File: src/rtl/seg_pkg.sv
// Shared constants and types for the 4-digit seven-segment scan driver.
// Glyphs are active-low {g,f,e,d,c,b,a}.
package seg_pkg;

  localparam int NUM_DIGITS = 4;
  localparam logic [7:0] SEG_OFF = 8'hFF;
  localparam logic [3:0] CHOOSE_OFF = 4'b1111;

  // Entry n is the glyph for hex digit n (lowercase b and d).
  localparam logic [15:0][6:0] GLYPH_TABLE = {
    7'h0E, 7'h06, 7'h21, 7'h46,
    7'h03, 7'h08, 7'h10, 7'h00,
    7'h78, 7'h02, 7'h12, 7'h19,
    7'h30, 7'h24, 7'h79, 7'h40
  };

  typedef enum logic {
    ST_BLANK,
    ST_SHOW
  } scan_state_e;

  typedef struct packed {
    logic [15:0] value;
    logic [3:0]  dp;
    logic        lz_en;
  } shadow_t;

endpackage

File: src/rtl/hex_to_seg.sv
// Combinational hex nibble to active-low 7-segment glyph.
// Lookup into the shared glyph table.
module hex_to_seg
  import seg_pkg::*;
(
  input  logic [3:0] nibble,
  output logic [6:0] glyph
);

  // Table lookup; every nibble value has an entry.
  always_comb begin
    glyph = GLYPH_TABLE[nibble];
  end

endmodule

File: src/rtl/seg_scan_driver.sv
// Time-multiplexed 4-digit seven-segment driver with
// anti-ghost blanking, decimal points and leading-zero blanking.
module seg_scan_driver
  import seg_pkg::*;
#(
  parameter int SCAN_DIV  = 100000,
  parameter int BLANK_CYC = 16
) (
  input  logic        clk,
  input  logic        reset,
  input  logic [15:0] value,
  input  logic        load,
  input  logic [3:0]  dp,
  input  logic        lz_en,
  output logic [3:0]  bcd_choose,
  output logic [7:0]  bcd_display
);

  localparam int CW = $clog2(SCAN_DIV);
  localparam int IW = $clog2(NUM_DIGITS);
  localparam logic [CW-1:0] LAST = CW'(SCAN_DIV - 1);

  if (SCAN_DIV < 2 || SCAN_DIV > (1 << 20)) begin : g_bad_div
    $error("seg_scan_driver: SCAN_DIV out of range");
  end

  if (BLANK_CYC < 0 || BLANK_CYC >= SCAN_DIV) begin : g_bad_blank
    $error("seg_scan_driver: BLANK_CYC must be below SCAN_DIV");
  end

  logic [CW-1:0] cnt;
  logic [IW-1:0] idx;
  shadow_t       sh;
  scan_state_e   mode;
  logic [3:0]    nibble;
  logic [6:0]    glyph;
  logic [15:0]   upper;
  logic          lz_blank;

  // Digit select, leading-zero test and scan phase from current state.
  always_comb begin
    nibble = sh.value[{idx, 2'b00} +: 4];
    upper = sh.value >> {idx, 2'b00};
    lz_blank = sh.lz_en && (idx != '0) && (upper == 16'h0);
    mode = (32'(cnt) < 32'(BLANK_CYC)) ? ST_BLANK : ST_SHOW;
  end

  hex_to_seg u_dec (
    .nibble(nibble),
    .glyph (glyph)
  );

  // Shadow registers: capture on load, ignored during reset.
  always_ff @(posedge clk) begin
    if (reset) begin
      sh <= '0;
    end else if (load) begin
      sh <= '{value: value, dp: dp, lz_en: lz_en};
    end
  end

  // Slot counter, digit index and registered segment outputs.
  always_ff @(posedge clk) begin
    if (reset) begin
      cnt <= '0;
      idx <= '0;
      bcd_choose <= CHOOSE_OFF;
      bcd_display <= SEG_OFF;
    end else begin
      if (cnt == LAST) begin
        cnt <= '0;
        idx <= idx + 1'b1;
      end else begin
        cnt <= cnt + 1'b1;
      end
      unique case (mode)
        ST_BLANK: begin
          bcd_choose <= CHOOSE_OFF;
          bcd_display <= SEG_OFF;
        end
        ST_SHOW: begin
          bcd_choose <= ~(4'b0001 << idx);
          bcd_display <= {~sh.dp[idx], lz_blank ? 7'h7F : glyph};
        end
        default: begin
          bcd_choose <= CHOOSE_OFF;
          bcd_display <= SEG_OFF;
        end
      endcase
    end
  end

endmodule

File: config.mk
export PLATFORM = sky130hd
export DESIGN_NAME = seg_scan_driver
export DESIGN_NICKNAME = d
export VERILOG_FILES = /design/src/rtl/seg_pkg.sv /design/src/rtl/hex_to_seg.sv /design/src/rtl/seg_scan_driver.sv
export SDC_FILE = /design/constraint.sdc
export NUM_CORES = 1
export LEC_CHECK = 0
export CAP_MARGIN = 0
export CORE_MARGIN = 4
export CORE_UTILIZATION = 55
export CTS_CLUSTER_DIAMETER = 100
export DETAILED_ROUTE_END_ITERATION = 8
export DONT_BUFFER_PORTS = 1
export GPL_TIMING_DRIVEN = 0
export HOLD_SLACK_MARGIN = 0.12
export PLACE_DENSITY = 0.7
export SYNTH_ARGS = -nofsm -noshare
export SYNTH_HDL_FRONTEND = slang
export SYNTH_HIERARCHICAL = 1
export SYNTH_SLANG_ARGS = --single-unit
File: constraint.sdc
create_clock -name clk -period 2.6 [get_ports clk]
set_input_delay 0.78 -clock clk [delete_from_list [all_inputs] [get_ports clk]]
set_output_delay 0.78 -clock clk [all_outputs]
set_load 0.01 [all_outputs]
# Word level (Yosys, flattened, before mapping)
# Memories as Yosys holds them, arrays and structs flattened.
# Index checks and enable logic that the tools add are counted.
# op_classes
add_sub_neg	2
multipliers	0
div_mod_pow	0
n_lt_le_gt_ge	3
n_eq_ne	1
shift	3
muxes	7
bitwise_logic	2
reduce_logical	5
# op_table
operator	n
$add 17x1->17 const B	1
$eq 17x17->1 const B	1
$lt 17x5->1 const B	1
$logic_not 16->1	1
$pmux 8 s2	1
$shiftx 16x5->4	1
$shr 16x4->16	1
$mux 7	2
$pmux 4 s2	1
$lt 4x5->1 const B	1
$not 4->4	1
$shl 1x2->4 const A	1
$lt 2x3->1 const B	1
$add 2x1->2 const B	1
$bmux 1 s2	1
$logic_and 1x1->1	2
$mux 1	2
$reduce_bool 2->1	1
$reduce_or 2->1	1
$not 1->1	1
# word_totals
register_bits	52
latch_bits	0
ram_bits	0
romBits	112
output_inout_bits	12
memories	1
# mem_list
memory	words	width	rd	rd_ports_with_merged_regs	wr	line_no	source
(no name shown)	16	7	1	0	0	hex_to_seg.sv:12	glyph = GLYPH_TABLE[nibble];

# Depth between registers and ports, before layout
# Gate-level depths: netlist (run 1).
# depth
depth_word	5
ltp_mapped	9
depth_no_buf	8

# Modules after synthesis
# The synthesis (run 1) kept the hierarchy.
# modules_own_cells
mod	n_inst	cells_each	area_each_um2	seq_area_each_um2
seg_scan_driver	1	223	2203.4	1041.0
hex_to_seg	1	35	271.5	0.0

# Least setup slack after synthesis (run 1)
# OpenSTA, ideal clock, no wires.
# synth_path
path_type	register to register
startpoint	register idx[0]
endpoint	register bcd_display[0]
setup_time_ps	134
arrival_time_ps	1816
required_time_ps	2466
setup_slack_ps	650
stages_incl_launch_ff	9
synth_period_minus_slack_ps	1950
path_cell_list	dfxtp_1 buf_6 mux4_2 ha_1 or2b_1 o211ai_1 o21ai_1 nor2_1 o21ai_1
# synth_via
elab_chain_cells	5
word_cells_on_any_way	10
# synth_rtl
item	line_no	source
start: declaration	seg_scan_driver.sv:32	logic [IW-1:0] idx;
start signal: assignment	seg_scan_driver.sv:72	idx <= idx + 1'b1;
$shiftx 16x5->4	seg_scan_driver.sv:42	nibble = sh.value[{idx, 2'b00} +: 4];
net nibble[0]	seg_scan_driver.sv:35	logic [3:0] nibble;
$mem_v2 16x7	n/a	
$mux 7 (implied by the code)	hex_to_seg.sv:12	
net glyph[0]	seg_scan_driver.sv:36	logic [6:0] glyph;
$mux 7	seg_scan_driver.sv:83	bcd_display <= {~sh.dp[idx], lz_blank ? 7'h7F : glyph};
$pmux 8 s2	seg_scan_driver.sv:76	unique case (mode)
end signal: assignment	seg_scan_driver.sv:83	
end: declaration	seg_scan_driver.sv:16	output logic [7:0] bcd_display
# The timed path passes the listed nets, and every way through them passes these cells. The select of a mux whose other input is x is not followed.
# A chain may end at the register's enable or synchronous reset.

# Worst setup path in the final report (run 1)
# layout_path
startpoint	register idx[1]
endpoint	register bcd_display[3]
# Same word-level chain as after synthesis.

==> results.yml, run 1 <==
setup_path:
  critPathMaxFanout: 8
  critPathTopFamily: "multiplexers"
  cp.arrival_ps: 2390
  end_kind: "flip-flop"
  cpMaxStageDelayCell: "mux4_2"
  crit_type: "reg2reg"
  rrSetupSlack_ps: 380
  cp-start-kind: "flip-flop"
  crit_cells: 8
  required_ps: 2780
  worstRegToRegCells: 8
  rr_startpoint: "idx[1]"
  worstSetupEndpoint: "bcd_display[3]"
  path_cells: "clkbuf_1 -> mux4_2 -> ha_1 -> or2_1 -> a21oi_1 -> a31oi_1 -> nor2_1 -> o21ai_1"
  slowest_delay_ps: 470
  cp.buffers_inverters: 1
  cp-startpoint: "idx[1]"
  r2r_end: "bcd_display[3]"
placement:
  place.gp.congestion: 0.8877
  placed_cells: 310
  dp_hpwl_um: 3461
  portBuffers: 0
sta:
  skew_ps: 7.121
  period_share_pct: 85.25
  rsz0062_at_grt: "no"
  hold_ws_ps: 476.1
  fin_crit_ps: 2216
  setup_viol: 0
  fin_tns_setup_ps: 0
  tightestPinTransition_ps: 695.8
  slew_viol_final: 0
  hold_viol: 0
  max_slew_margin_pct: 53.61
  clock.fmax_mhz: 451.2
yosys:
  synth_top_area_share_pct: 42.06
  avgSynthCellArea_um2: 9.593
  synth_edf_count: 0
  seq_area_frac_synth_pct: 42.06
  ys_types: 48
  yosysMostFrequentCell: "dfxtp_1"
  postSynth.asyncResetShare_pct: 0
  netlist_area_um2: 2475
  synth_common_cells: "dfxtp_1, nor2_1, mux2i_1"
  synthCells: 258
  syn-num-nets: 294
  synth-main-ff-cell: "dfxtp_1"
  synth_largest_area_cell: "dfxtp_1"
  ys_ff_latch: 52
  yosysWarnings: 6
  synth_area_leaders: "dfxtp_1, mux2i_1, nor2_1"
cells_and_area:
  area_growth_pct: 7.280
  fillers: 393
  final_net_count: 301
  drive_gt1_share_pct: 9.774
  finish.utilization_pct: 60.98
  antenna_cells: 0
  instances_no_fill: 318
routing:
  post_drt_wl_per_cell_um: 14.49
  drt.antenna.violating_nets: 0
  dr_total_vias: 1800
  drt-total-wl_um: 4608
  first_iter_violations: 101
  drcViolationCount: 0
  firstDrtPassIters: 4
  vias_per_cell: 5.660
power_and_ir_drop:
  power_frac_comb_pct: 8.0
  clkPwrFrac_pct: 37.1
  leakagePower_nw: 1.086
  vdd_drop_max_mv: 0.4967
  netSwitchingPower_mw: 0.3582
  seq_power_share_pct: 54.9
  swShare_pct: 23.53
  power_density_nw_per_um2: 573.5
  internal_power_mw: 1.164
clock_network:
  numCtsBuffers: 5
  cts_htree_levels: 2
  postCtsHoldBufs: 0
  clock-sinks: 52
  path_clk_slew_ps: 90
  insertion_delay_ps: 310
  post-cts-setup-buffers: 0
  root_buffer: "clkbuf_8"
  cts_tree: "yes"
  cts_resized: 0
  clockBufferDepth: 2
global_routing:
  grt_start_max_net_pins: 18
  grt_pass1_vias: 1628
  grt_pass1_wl_um: 7707
  grt-ovfl-total: 0
  antenna_found_initial: 0
  grt_use_total_pct: 17.82
die:
  core_um2: 4354
  rows: 24
  fp.dieArea_um2: 5637
  die-width_um: 75.08
  ioPinCount: 36
  initial_core_util_pct: 56.84
  die_height_um: 75.08
outcome:
  status: "completed"
hold_path:
  hp-class: "reg2reg"
flow_run:
  cap_violations: 0
-- sequential cells by signal, summed over array words and instances, names as in the netlist --
name         cells
sh              21
bcd_display      8
bcd_choose       4
idx              2
cnt             17
-- worst min path at each step --
stage	startpoint	end	slack, ps	depth (start not counted)
floorplan	cnt[0]	cnt[0]	430	1
global placement	cnt[0]	cnt[0]	440	1
detailed placement	cnt[0]	cnt[0]	460	1
CTS	cnt[0]	cnt[0]	480	1
global route	cnt[0]	cnt[0]	500	1
finish	cnt[0]	cnt[0]	480	1
-- worst register-to-register path: stages (launching register included) --
cell	delay, ps
dfxtp_1	360
clkbuf_1	360
mux4_2	480
ha_1	250
or2_1	230
a21oi_1	170
a31oi_1	60
nor2_1	110
o21ai_1	80
-- cell type report --
cell class                 count  area (µm²)  share of cell area [%]
buffer                        13       76.32                   2.875
inverter                       8       32.53                   1.225
tap                           52       65.06                   2.451
sequential                    52        1041                   39.21
clock buffer                   5       68.82                   2.592
clock inverter                 3       46.29                   1.744
multi-input combinational    185        1325                   49.91
-- layout by cell type (no fill, tap or decap), types with 2 or more instances in the layout --
master / netlist / routed
o21ai_2: 2 / 2
o21ai_0: 8 / 8
ha_1: 12 / 12
nand2_1: 13 / 13
nor4_1: 5 / 5
a21oi_1: 8 / 8
o21a_1: 2 / 2
dfxtp_1: 52 / 52
xnor2_1: 7 / 7
clkbuf_1: 5 / 5
nand4_1: 4 / 4
xor2_1: 4 / 4
nor2_1: 43 / 43
nor3_1: 3 / 3
inv_1: 7 / 7
buf_1: 3 / 3
o211ai_1: 2 / 2
mux4_2: 3 / 3
o21ai_1: 8 / 8
clkbuf_8: 0 / 5
mux2i_1: 22 / 22
nand3_1: 10 / 10
buf_6: 3 / 3
and3_1: 3 / 3
or3_1: 4 / 4
mux4_1: 2 / 2
-- power groups by stage --
stage | registers, mW | clock network [mW] | logic, mW
final | 0.836 | 0.565 | 0.122
after global routing | 0.839 | 0.617 | 0.137
after CTS | 0.836 | 0.588 | 0.122
after detailed placement | 0.854 | 0 | 0.121
after global placement | 0.854 | 0 | 0.119
after floorplan | 0.848 | 0 | 0.102
-- routing by layer --
| layer | wire [µm] | global-route usage, % |
|---|---|---|
| met5 | 0 | 0 |
| met4 | 74 | 6.522 |
| met3 | 357 | 6.676 |
| met2 | 1966 | 26.02 |
| met1 | 2210 | 24.01 |
-- metrics by stage --
| step | setup WS, ps | cell area, µm² | power, mW |
|---|---|---|---|
| after floorplan | 649.6 | 2475 | 0.9508 |
| after global placement | 448.1 | 2540 | 0.9727 |
| after detailed placement | 425.5 | 2540 | 0.9750 |
| after CTS | 376.5 | 2655 | 1.546 |
| after global routing | 192.4 | 2655 | 1.593 |
| final | 383.5 | 2655 | 1.523 |
-- cell families after synthesis --
group | count (synthesis) | share of synthesized area [%]
AO/OA/AOI/OAI | 37 | 9.353
XOR/XNOR | 11 | 3.893
adder cells (fa/ha/maj) | 12 | 6.067
buffers and inverters | 21 | 4.399
flip-flops | 52 | 42.06
multiplexers | 28 | 14.21
AND/OR/NAND/NOR | 97 | 20.02
Note: power is estimated with default switching activity, not from simulation.
==> run 2, diff against run 1 <==
--- a/config.mk
+++ b/config.mk
@@ -8,13 +8,14 @@
 export CAP_MARGIN = 0
 export CORE_MARGIN = 4
 export CORE_UTILIZATION = 55
-export CTS_CLUSTER_DIAMETER = 100
 export DETAILED_ROUTE_END_ITERATION = 8
 export DONT_BUFFER_PORTS = 1
 export GPL_TIMING_DRIVEN = 0
 export HOLD_SLACK_MARGIN = 0.12
+export MAX_ROUTING_LAYER = met4
 export PLACE_DENSITY = 0.7
 export SYNTH_ARGS = -nofsm -noshare
 export SYNTH_HDL_FRONTEND = slang
 export SYNTH_HIERARCHICAL = 1
 export SYNTH_SLANG_ARGS = --single-unit
+export TNS_END_PERCENT = 50
==> run 2 against run 1 <==
Effect of this change:
- final cell count unchanged
- sequential cell count unchanged
- critical path depth unchanged
- critical path type unchanged
- critical endpoint unchanged
==> results.yml, run 2 (synthesis results as in run 1) <==
setup_path:
  critPathTopFamily: "multiplexers"
  worstRegToRegCells: 8
  crit_cells: 8
  end_kind: "flip-flop"
  cp.arrival_ps: 2380
  path_cells: "clkbuf_1 -> mux4_2 -> ha_1 -> or2_1 -> a21oi_1 -> a31oi_1 -> nor2_1 -> o21ai_1"
  required_ps: 2780
  critPathMaxFanout: 8
  worstSetupEndpoint: "bcd_display[3]"
  cpMaxStageDelayCell: "mux4_2"
  crit_type: "reg2reg"
  rrSetupSlack_ps: 390
  r2r_end: "bcd_display[3]"
  cp-start-kind: "flip-flop"
  cp.buffers_inverters: 1
  slowest_delay_ps: 480
  rr_startpoint: "idx[1]"
  cp-startpoint: "idx[1]"
clock_network:
  clockBufferDepth: 2
  postCtsHoldBufs: 0
  cts_resized: 0
  path_clk_slew_ps: 90
  insertion_delay_ps: 310
  cts_htree_levels: 2
  post-cts-setup-buffers: 0
  numCtsBuffers: 5
  clock-sinks: 52
  root_buffer: "clkbuf_8"
  cts_tree: "yes"
global_routing:
  grt-ovfl-total: 0
  antenna_found_initial: 0
  grt_use_total_pct: 18.69
  grt_pass1_wl_um: 7769
  grt_pass1_vias: 1636
  grt_start_max_net_pins: 17
sta:
  skew_ps: 6.619
  hold_viol: 0
  slew_viol_final: 0
  rsz0062_at_grt: "no"
  clock.fmax_mhz: 453.5
  fin_crit_ps: 2205
  tightestPinTransition_ps: 690.8
  max_slew_margin_pct: 53.95
  period_share_pct: 84.82
  hold_ws_ps: 469.5
  setup_viol: 0
  fin_tns_setup_ps: 0
  fin_ws_ps: 394.8
routing:
  firstDrtPassIters: 4
  vias_per_cell: 5.648
  drcViolationCount: 0
  post_drt_wl_per_cell_um: 14.82
  drt.antenna.violating_nets: 0
  first_iter_violations: 104
  dr_total_vias: 1796
  drt-total-wl_um: 4713
cells_and_area:
  final_area_um2: 2661
  final_net_count: 301
  final_cell_mix: "dfxtp_1, nor2_1, mux2i_1, nand2_1, ha_1"
  fillers: 396
  largest_reg_flops: 21
  antenna_cells: 0
  area_growth_pct: 7.533
  instances_no_fill: 318
  drive_gt1_share_pct: 9.774
  final_common_cell: "dfxtp_1"
  finish.utilization_pct: 61.12
  top_regs: "sh: 21 flops, cnt: 17 flops, bcd_display: 8 flops"
  regMostFlops: "sh"
outcome:
  status: "completed"
flow_run:
  cap_violations: 0
die:
  die-width_um: 75.08
  rows: 24
  die_height_um: 75.08
  fp.dieArea_um2: 5637
  initial_core_util_pct: 56.84
  core_um2: 4354
  ioPinCount: 36
placement:
  placed_cells: 310
  portBuffers: 0
  dp_hpwl_um: 3436
  place_area_um2: 2540
  place.gp.congestion: 0.9045
  dp_slack_ps: 426.0
power_and_ir_drop:
  total_power_mw: 1.538
  power_density_nw_per_um2: 577.8
  vdd_drop_max_mv: 0.3713
  leakagePower_nw: 1.092
hold_path:
  hp-class: "reg2reg"
## run 2: cell types whose count changed in the layout (fill, tap and decap cells not counted), sizes merged
| cell | before | now |
|---|---|---|
| clkbuf | 10 | 11 |
| clkinv | 0 | 1 |
| clkinvlp | 1 | 0 |
| inv | 9 | 8 |
## run 2: worst min-delay path by stage
stage	startpoint	to	slack, ps	cells after the start
after floorplan	cnt[0]	cnt[0]	430	1
after global placement	cnt[0]	cnt[0]	440	1
after detailed placement	cnt[0]	cnt[0]	450	1
after CTS	cnt[0]	cnt[0]	470	1
after global routing	cnt[0]	cnt[0]	490	1
final	cnt[0]	cnt[0]	470	1
## run 2: area by class of cell
type	instances	area (µm²)	area share [%]
clock inverter	2	38.79	1.457
buffer	13	76.32	2.868
tap	52	65.06	2.445
multi-input combinational	185	1325	49.79
sequential	52	1041	39.12
clock buffer	6	82.58	3.103
inverter	8	32.53	1.222
## run 2: where the power goes
group / switching (mW) / leakage [nW] / internal, mW
registers: 0.0167 / 0.424 / 0.819
logic: 0.0667 / 0.607 / 0.0548
clock network: 0.266 / 0.0614 / 0.315
total: 0.349 / 1.09 / 1.19
## run 2: per-layer routing
layer	track usage (%)	up-vias	share of wire (%)
met1	26.01	820	50
met5	-	-	0
met2	25.34	45	43
met3	5.340	4	6.4
met4	7.312	0	1.0
li1	-	927	-
